--- src/rtl/nd_func_pkg.sv ---
// nd_func_pkg
// Shared definitions for the N-channel squared-distance evaluator:
//   state_t    FSM state encoding {IDLE, CALC, DONE}
//   acc_max    largest positive value of a signed accumulator of a given width
//   idx_width  width of the channel index counter for a given channel count
// Optional feature macro used by the files importing this package: GRAD_OUT_EN
package nd_func_pkg;

    typedef enum logic [1:0] {
        IDLE = 2'd0,
        CALC = 2'd1,
        DONE = 2'd2
    } state_t;

    function automatic longint acc_max(input int acc_w);
        return (longint'(1) << (acc_w - 1)) - longint'(1);
    endfunction

    // A single channel still needs a one-bit index so the counter exists.
    function automatic int idx_width(input int n_ch);
        return (n_ch > 1) ? $clog2(n_ch) : 1;
    endfunction

endpackage

--- src/rtl/nd_sq_term.sv ---
// nd_sq_term
// Combinational per-channel term: d = x - t (one bit wider than the inputs),
// p = d*d, term = p >>> FRAC_W (truncating). Shared by all channels.
// Ports:
//   x, t   in   DATA_W        signed fixed-point operand and target
//   diff   out  DATA_W+1      x - t (present only with GRAD_OUT_EN)
//   term   out  2*DATA_W+2    squared difference rescaled to FRAC_W fractional bits
// Configuration macro: GRAD_OUT_EN exposes the difference for the gradient output.
module nd_sq_term #(
    parameter int DATA_W = 16,
    parameter int FRAC_W = 8
) (
    input  logic [DATA_W-1:0]   x,
    input  logic [DATA_W-1:0]   t,
`ifdef GRAD_OUT_EN
    output logic [DATA_W:0]     diff,
`endif
    output logic [2*DATA_W+1:0] term
);

    logic signed [DATA_W:0]     d;
    logic signed [2*DATA_W+1:0] d_ext;
    logic signed [2*DATA_W+1:0] p;

    // Square is always non-negative, so the arithmetic shift is a plain truncation.
    always_comb begin
        d     = $signed({x[DATA_W-1], x}) - $signed({t[DATA_W-1], t});
        d_ext = {{(DATA_W + 1){d[DATA_W]}}, d};
        p     = d_ext * d_ext;
        term  = p >>> FRAC_W;
    end

`ifdef GRAD_OUT_EN
    assign diff = d;
`endif

endmodule

--- src/rtl/nd_func_eval.sv ---
// nd_func_eval
// Evaluates z = sum_i (x_i - t_i)^2 over N_CH signed fixed-point channels, one
// channel per clock through a single shared squarer, with saturating
// accumulation and a sticky overflow flag. Level handshake start_func/func_done.
// Ports:
//   clk         in   1               rising-edge clock
//   rst_n       in   1               synchronous active-low reset
//   start_func  in   1               run request, sampled only in IDLE
//   x_in        in   N_CH*DATA_W     operands, channel i = [i*DATA_W +: DATA_W]
//   t_in        in   N_CH*DATA_W     targets, same packing
//   z_out       out  ACC_W           result, valid while func_done=1
//   func_done   out  1               result valid, held until start_func low
//   overflow    out  1               result saturated, valid with func_done
//   busy        out  1               high in CALC and DONE
//   grad_out    out  N_CH*(DATA_W+2) per-channel 2*(x_i - t_i) (GRAD_OUT_EN only)
// Configuration macro: GRAD_OUT_EN adds grad_out and its registers.
module nd_func_eval
    import nd_func_pkg::*;
#(
    parameter int N_CH   = 4,
    parameter int DATA_W = 16,
    parameter int FRAC_W = 8,
    parameter int ACC_W  = 32
) (
    input  logic                       clk,
    input  logic                       rst_n,
    input  logic                       start_func,
    input  logic [N_CH*DATA_W-1:0]     x_in,
    input  logic [N_CH*DATA_W-1:0]     t_in,
    output logic [ACC_W-1:0]           z_out,
    output logic                       func_done,
    output logic                       overflow,
`ifdef GRAD_OUT_EN
    output logic [N_CH*(DATA_W+2)-1:0] grad_out,
`endif
    output logic                       busy
);

    localparam int IDX_W  = idx_width(N_CH);
    localparam int TERM_W = 2 * DATA_W + 2;
    localparam int SUM_W  = ((ACC_W > TERM_W) ? ACC_W : TERM_W) + 1;
    localparam logic [ACC_W-1:0] ACC_MAX  = ACC_W'(acc_max(ACC_W));
    localparam logic [IDX_W-1:0] LAST_IDX = IDX_W'(N_CH - 1);

    state_t                 state;
    state_t                 state_next;
    logic [IDX_W-1:0]       idx;
    logic [N_CH*DATA_W-1:0] x_reg;
    logic [N_CH*DATA_W-1:0] t_reg;
    logic [ACC_W-1:0]       acc;
    logic                   ovf;
    logic [DATA_W-1:0]      x_sel;
    logic [DATA_W-1:0]      t_sel;
    logic [TERM_W-1:0]      term;
    logic [SUM_W-1:0]       sum;
    logic                   sat;
`ifdef GRAD_OUT_EN
    logic [DATA_W:0]              diff;
    logic [N_CH*(DATA_W+2)-1:0]   grad_reg;
`endif

    assign x_sel = x_reg[idx*DATA_W +: DATA_W];
    assign t_sel = t_reg[idx*DATA_W +: DATA_W];

    nd_sq_term #(
        .DATA_W (DATA_W),
        .FRAC_W (FRAC_W)
    ) u_sq_term (
        .x    (x_sel),
        .t    (t_sel),
`ifdef GRAD_OUT_EN
        .diff (diff),
`endif
        .term (term)
    );

    // acc and term are both non-negative, so an unsigned widened sum is exact.
    assign sum = SUM_W'(acc) + SUM_W'(term);
    assign sat = (sum > SUM_W'(ACC_MAX));

    always_ff @(posedge clk) begin
        if (!rst_n) state <= IDLE;
        else        state <= state_next;
    end

    // DONE is left only after func_done has been shown for at least one cycle,
    // which yields the single-cycle pulse when start_func dropped during CALC.
    always_comb begin
        state_next = state;
        busy       = (state != IDLE);
        case (state)
            IDLE:    if (start_func)              state_next = CALC;
            CALC:    if (idx == LAST_IDX)         state_next = DONE;
            DONE:    if (func_done && !start_func) state_next = IDLE;
            default:                              state_next = IDLE;
        endcase
    end

    always_ff @(posedge clk) begin
        if (!rst_n) begin
            idx       <= '0;
            x_reg     <= '0;
            t_reg     <= '0;
            acc       <= '0;
            ovf       <= 1'b0;
            z_out     <= '0;
            func_done <= 1'b0;
            overflow  <= 1'b0;
        end else begin
            case (state)
                IDLE: begin
                    func_done <= 1'b0;
                    if (start_func) begin
                        x_reg <= x_in;
                        t_reg <= t_in;
                        acc   <= '0;
                        ovf   <= 1'b0;
                        idx   <= '0;
                    end
                end
                CALC: begin
                    if (sat) begin
                        acc <= ACC_MAX;
                        ovf <= 1'b1;
                    end else begin
                        acc <= sum[ACC_W-1:0];
                    end
                    idx <= (idx == LAST_IDX) ? '0 : idx + IDX_W'(1);
                end
                DONE: begin
                    if (func_done && !start_func) begin
                        func_done <= 1'b0;
                    end else begin
                        func_done <= 1'b1;
                        z_out     <= acc;
                        overflow  <= ovf;
                    end
                end
                default: func_done <= 1'b0;
            endcase
        end
    end

`ifdef GRAD_OUT_EN
    // Each lane is 2*(x-t): the difference shifted left by one, sign preserved.
    always_ff @(posedge clk) begin
        if (!rst_n) begin
            grad_reg <= '0;
        end else if (state == CALC) begin
            grad_reg[idx*(DATA_W+2) +: (DATA_W+2)] <= {diff, 1'b0};
        end
    end

    assign grad_out = grad_reg;
`endif

endmodule

--- config.mk ---
export PLATFORM = sky130hd
export DESIGN_NAME = nd_func_eval
export DESIGN_NICKNAME = d
export VERILOG_FILES = /design/src/rtl/nd_func_pkg.sv /design/src/rtl/nd_sq_term.sv /design/src/rtl/nd_func_eval.sv
export SDC_FILE = /design/constraint.sdc
export NUM_CORES = 1
export LEC_CHECK = 0
export BUFFER_PORTS_ARGS = -buffer_cell sky130_fd_sc_hd__buf_2
export CORE_MARGIN = 2
export CORE_UTILIZATION = 60
export CTS_BUF_LIST = sky130_fd_sc_hd__clkbuf_2
export DETAILED_ROUTE_END_ITERATION = 8
export GPL_TIMING_DRIVEN = 0
export PLACE_DENSITY = 0.83
export SYNTH_ARGS = -nofsm -noshare
export SYNTH_HDL_FRONTEND = slang
export SYNTH_HIERARCHICAL = 1
export SYNTH_SLANG_ARGS = --single-unit
--- constraint.sdc ---
create_clock -name clk -period 17.95 [get_ports clk]
set_clock_uncertainty 0.2 [all_clocks]
set_input_delay 1.795 -clock clk [delete_from_list [all_inputs] [get_ports clk]]
set_output_delay 1.795 -clock clk [all_outputs]
set_load 0.03 [all_outputs]
# Yosys cells after proc, flatten, opt, wreduce, memory -nomap -nowiden
# Cells that the tools add are included.
dict set report word_totals {
  in_bits 131
  ff_bits 199
  out_inout_bits 35
  word_cells 49
}
dict set report classes {
  multipliers 1
  eq_ne 7
  bitwise 1
  n_lt_le_gt_ge 1
  n_mux 15
  shift 2
  n_reduce_logical 10
  addsub 3
}
# cell count
set op_table {}
lappend op_table {{$shiftx 64x7->16} 2}
lappend op_table {{$mux 32} 2}
lappend op_table {{$pmux 32 s2} 1}
lappend op_table {{$add 32x34->35} 1}
lappend op_table {{$gt 35x31->1 const B} 1}
lappend op_table {{$mul 17x17->34} 1}
lappend op_table {{$sub 16x16->17} 1}
lappend op_table {{$mux 2} 5}
lappend op_table {{$ne 2x2->1 const B} 4}
lappend op_table {{$pmux 2 s3} 1}
lappend op_table {{$reduce_and 2->1} 3}
lappend op_table {{$reduce_and 3->1} 2}
lappend op_table {{$eq 2x2->1 const B} 2}
lappend op_table {{$pmux 1 s2} 2}
lappend op_table {{$pmux 2 s2} 1}
lappend op_table {{$reduce_bool 2->1} 2}
lappend op_table {{$mux 1} 3}
lappend op_table {{$add 2x1->2 const B} 1}
lappend op_table {{$eq 2x1->1 const B} 1}
lappend op_table {{$logic_not 2->1} 1}
lappend op_table {{$logic_and 1x1->1} 1}
lappend op_table {{$logic_not 1->1} 1}
lappend op_table {{$not 1->1} 1}

# Logic depth before layout (Yosys ltp)
dict set report logic_depth {
  word_depth 7
  ltp_mapped 50
  mapped_depth_nobuf 43
}

# Cells and area by module
# The synthesis kept the hierarchy.
# module cells_per_inst instances area_per_inst_um2
set modules_own_cells {}
lappend modules_own_cells {nd_sq_term 1182 1 10393.7}
lappend modules_own_cells {nd_func_eval 1179 1 10188.5}

# Worst setup path after synthesis
# No wires, ideal clock.
dict set report synth_timing {
  kind {reg-to-reg}
  from {register idx[1]}
  to {register acc[10]}
  arrival_ns 11.527
  period_less_slack_ns 11.849
  required_time_ns 17.628
  setup_slack_ns 6.101
  setup_time_ns 0.122
  stages_incl_launch_ff 48
  path_buffers 7
  cell_sequence {dfxtp_1 > clkbuf_1 > buf_1 > clkbuf_1 > mux4_2 > ha_1 > fa_1 > nor2b_1 > o31a_1 > o41a_1 > a41o_1 > a31o_2 > nand2_1 > a21oi_2 > clkinv_1 > buf_2 > nand2_1 > fa_1 > [12 not listed] > o21ai_0 > a21oi_1 > a21oi_1 > o211ai_1 > a31oi_1 > xnor2_1 > buf_4 > ha_1 > clkbuf_1 > o21a_2 > a2111oi_4 > o41a_2 > o21ai_2 > or4_4 > o31ai_4 > o41ai_4 > buf_6 > o311a_1}
}
dict set report synth_via {
  elab_chain_cells 7
  elab_cells_between_ends 8
  classes_between {2 x add/sub; 1 x mul; 1 x order compare; 2 x shift; 2 x mux}
}
# element line_no
set synth_lines {}
lappend synth_lines {{from (decl)} nd_func_eval.sv:47} ;# logic [IDX_W-1:0] idx;
lappend synth_lines {{from (signal assigned)} nd_func_eval.sv:128} ;# idx <= (idx == LAST_IDX) ? '0 : idx + IDX_W'(1);
lappend synth_lines {{$shiftx 64x7->16} nd_func_eval.sv:63} ;# assign t_sel = t_reg[idx*DATA_W +: DATA_W];
lappend synth_lines {{named net t_sel[0]} nd_func_eval.sv:53} ;# logic [DATA_W-1:0] t_sel;
lappend synth_lines {{$sub 16x16->17} nd_sq_term.sv:27} ;# d = $signed({x[DATA_W-1], x}) - $signed({t[DATA_W-1], t});
lappend synth_lines {{$mul 17x17->34} nd_sq_term.sv:29} ;# p = d_ext * d_ext;
lappend synth_lines {{named net term[25]} nd_func_eval.sv:54} ;# logic [TERM_W-1:0] term;
lappend synth_lines {{$add 32x34->35} nd_func_eval.sv:78} ;# assign sum = SUM_W'(acc) + SUM_W'(term);
lappend synth_lines {{$gt 35x31->1} nd_func_eval.sv:79} ;# assign sat = (sum > SUM_W'(ACC_MAX));
lappend synth_lines {{$mux 32} nd_func_eval.sv:122} ;# if (sat) begin
lappend synth_lines {{$pmux 32 s2} nd_func_eval.sv:110} ;# case (state)
lappend synth_lines {{to (signal assigned)} nd_func_eval.sv:126} ;# acc <= sum[ACC_W-1:0];
lappend synth_lines {{to (decl)} nd_func_eval.sv:50} ;# logic [ACC_W-1:0] acc;
# The timed path passes the listed nets, and every way through them passes these cells.
# A chain may end at the register's enable or synchronous reset.

# Worst setup path after layout
dict set report layout_timing {
  from {register idx[1]}
  to {register acc[26]}
}
dict set report layout_via {
  elab_chain_cells 7
  elab_cells_between_ends 8
  classes_between {2 x add/sub; 1 x mul; 1 x order compare; 2 x shift; 2 x mux}
}
# element line_no
set layout_lines {}
lappend layout_lines {{$shiftx 64x7->16 (*)} nd_func_eval.sv:63}
lappend layout_lines {{named net t_sel[3]} nd_func_eval.sv:53}
lappend layout_lines {{$sub 16x16->17 (*)} nd_sq_term.sv:27}
lappend layout_lines {{$mul 17x17->34 (*)} nd_sq_term.sv:29}
lappend layout_lines {{named net term[25]} nd_func_eval.sv:54}
lappend layout_lines {{$add 32x34->35 (*)} nd_func_eval.sv:78}
lappend layout_lines {{$gt 35x31->1} nd_func_eval.sv:79}
lappend layout_lines {{$mux 32 (*)} nd_func_eval.sv:122}
lappend layout_lines {{$pmux 32 s2 (*)} nd_func_eval.sv:110}
# Mark *: on every way through the listed nets, which the timed path passes. The rest lies on a longest branch.

==> flow_summary.json <==
{
  "drc": 0,
  "fmax_mhz": 68.3,
  "multiInputGateArea_sq_mm": 0.0145,
  "cp.arrival_ps": 15180,
  "cts_root_buffer": "clkbuf_2",
  "cts_sinks": 199,
  "first_pass_iters": 7,
  "fin_nets": 3077,
  "drt-initial-drc-count": 1193,
  "ys.flop_type": "dfxtp_1",
  "reg2reg_from": "idx[1]$_SDFFE_PN0P_",
  "nFillCells": 2756,
  "mostFrequentLayoutCell": "nand2_1",
  "dieWidth_um": 189,
  "drive_above_1_share": 0.119,
  "overflow": 0,
  "synth.area.top_cells": "fa_1 (26%), dfxtp_1 (19%), nand2_1 (8.8%)",
  "required_ps": 18480,
  "grt_max_degree": 20,
  "hold_start": "z_out[22]$_SDFFE_PN0P_",
  "path_common_cell": "fa_1",
  "antenna_found_initial": 1,
  "endpoint_kind": "flip-flop",
  "ys_ff_latch": 199,
  "synth_edf_count": 0,
  "critPathKind": "reg2reg",
  "slowest_stage": "xnor2_1",
  "min_delay_path_depth": 2,
  "r2r_cells": 44,
  "hpwl_um": 44600,
  "critPathMaxFanout": 10,
  "clk_latency_ps": 880,
  "core-area_sq_mm": 0.0336,
  "std_cell_rows": 67,
  "cts_buffers": 17,
  "syn-instance-count": 2361,
  "regArea_sq_mm": 0.00398,
  "area_growth_pct": 7.84,
  "grt_usage": 0.306,
  "slew_headroom": 0.0180,
  "hold_path_class": "reg2reg",
  "grt_pass1_vias": 17500,
  "r2r_slack_ps": 3310,
  "min_period_over_period": 0.816,
  "postSynthAreaPerCell_sq_um": 8.72,
  "cap_violations": 0,
  "tns_ps": 0,
  "rsz0062_at_grt": "false",
  "synth_top_area_cell": "fa_1",
  "synth_top_area_share": 0.264,
  "port_buffers": 164,
  "cts_max_level": 4,
  "fin_crit_ps": 14640,
  "status": "completed",
  "cts_setup_buffers": 0,
  "yosysSeqAreaShare": 0.194,
  "synth_area_sq_mm": 0.0206,
  "wl_per_cell_um": 17.8,
  "syn_nets": 2894,
  "synth-async-reset-ratio": 0,
  "initial_core_util": 0.612,
  "clk_pin_slew_ps": 290,
  "worst_pin_slew_ps": 1470,
  "io_pins": 166,
  "gp_congestion": 0.932,
  "grt_pass1_wl_um": 86300,
  "worstReg2RegEnd": "acc[26]$_SDFFE_PN0P_",
  "wirelength_um": 53400,
  "ys_warn_count": 6,
  "synth_cell_type_count": 86,
  "hold_viol": 0,
  "finish.utilization": 0.660,
  "antenna_left": 0,
  "dr_total_vias": 16800,
  "setup_viol": 0,
  "cts_resized": 0,
  "start_kind": "flip-flop",
  "mostFrequentLayoutCells": "nand2_1 (480), inv_1 (388), fa_1 (271)",
  "vias_per_cell": 5.60,
  "clockBufferDepth": 2,
  "slew_violations": 0,
  "die_area_sq_mm": 0.0358,
  "chipHeight_um": 189,
  "worst_path_largest_cell_delay_ps": 960,
  "postCtsHoldBufs": 0,
  "min_delay_worst_endpoint": "z_out[22]$_SDFFE_PN0P_",
  "tritoncts": "done"
}
==> critical path: cells and delay by family, from the launching register on <==
kind / cells / cell delay [ps]
xor+xnor: 2 / 1220
buf+inv: 12 / 3380
flops: 1 / 420
mux: 1 / 420
compound gates: 11 / 3210
fa+ha+maj: 9 / 3840
simple gates: 9 / 1770
==> final cells by class <==
type                       count  area share
antenna                        2    0.000225
multi-input combinational   1644       0.654
clock buffer                  19     0.00428
sequential                   199       0.179
timing repair buffer         164      0.0370
buffer                       123      0.0275
clock inverter                13     0.00592
inverter                     395      0.0668
tap                          448      0.0253
==> routing by layer <==
| layer | vias up | routed length (um) | GRT usage |
|---|---|---|---|
| li1 | 7847 | - | - |
| met1 | 8205 | 21500 | 0.382 |
| met2 | 646 | 26100 | 0.532 |
| met3 | 148 | 3390 | 0.0408 |
| met4 | 0 | 2380 | 0.137 |
| met5 | - | 0 | 0 |
==> per-stage QoR <==
stage	std cells	instance area (sq um)	worst slack [ps]	hold slack (ps)
2_1_floorplan	2361	20600	6100	232
3_3_place_gp	2973	22000	3860	247
3_5_place_dp	2973	22000	3630	256
4_1_cts	3005	22200	3500	282
5_1_grt	3006	22200	2480	302
6_report	3007	22200	3310	277
==> how the worst max path moves through the flow <==
stage	startpoint	endpoint	cells after the start
finish	idx[1]$_SDFFE_PN0P_	acc[26]$_SDFFE_PN0P_	44
global route	idx[1]$_SDFFE_PN0P_	acc[25]$_SDFFE_PN0P_	45
CTS	idx[1]$_SDFFE_PN0P_	acc[26]$_SDFFE_PN0P_	44
detailed placement	idx[1]$_SDFFE_PN0P_	acc[8]$_SDFFE_PN0P_	44
global placement	idx[1]$_SDFFE_PN0P_	acc[6]$_SDFFE_PN0P_	44
floorplan	idx[1]$_SDFFE_PN0P_	acc[10]$_SDFFE_PN0P_	47
==> synth_stat cells (all sizes together) (42+ instances only) <==
library cell  number
clkbuf            87
nor2             115
ha               131
dfxtp            199
xnor2             56
a21boi           176
a21oi             74
fa               271
nand2            480
o21ai             42
inv              392
==> cells by family (layout without fill, tap and decap cells) <==
| group | after synthesis | in the layout | share of synthesized area |
|---|---|---|---|
| mux | 33 | 33 | 0.0356 |
| simple gates | 738 | 738 | 0.155 |
| fa+ha+maj | 402 | 402 | 0.343 |
| compound gates | 392 | 392 | 0.137 |
| other cells | 0 | 2 | 0 |
| buf+inv | 518 | 714 | 0.102 |
| flops | 199 | 199 | 0.194 |
| xor+xnor | 79 | 79 | 0.0340 |
Power is left out: the tool's default activity adds up to more than one toggle a clock period on the data nets, which glitch-free logic cannot reach.
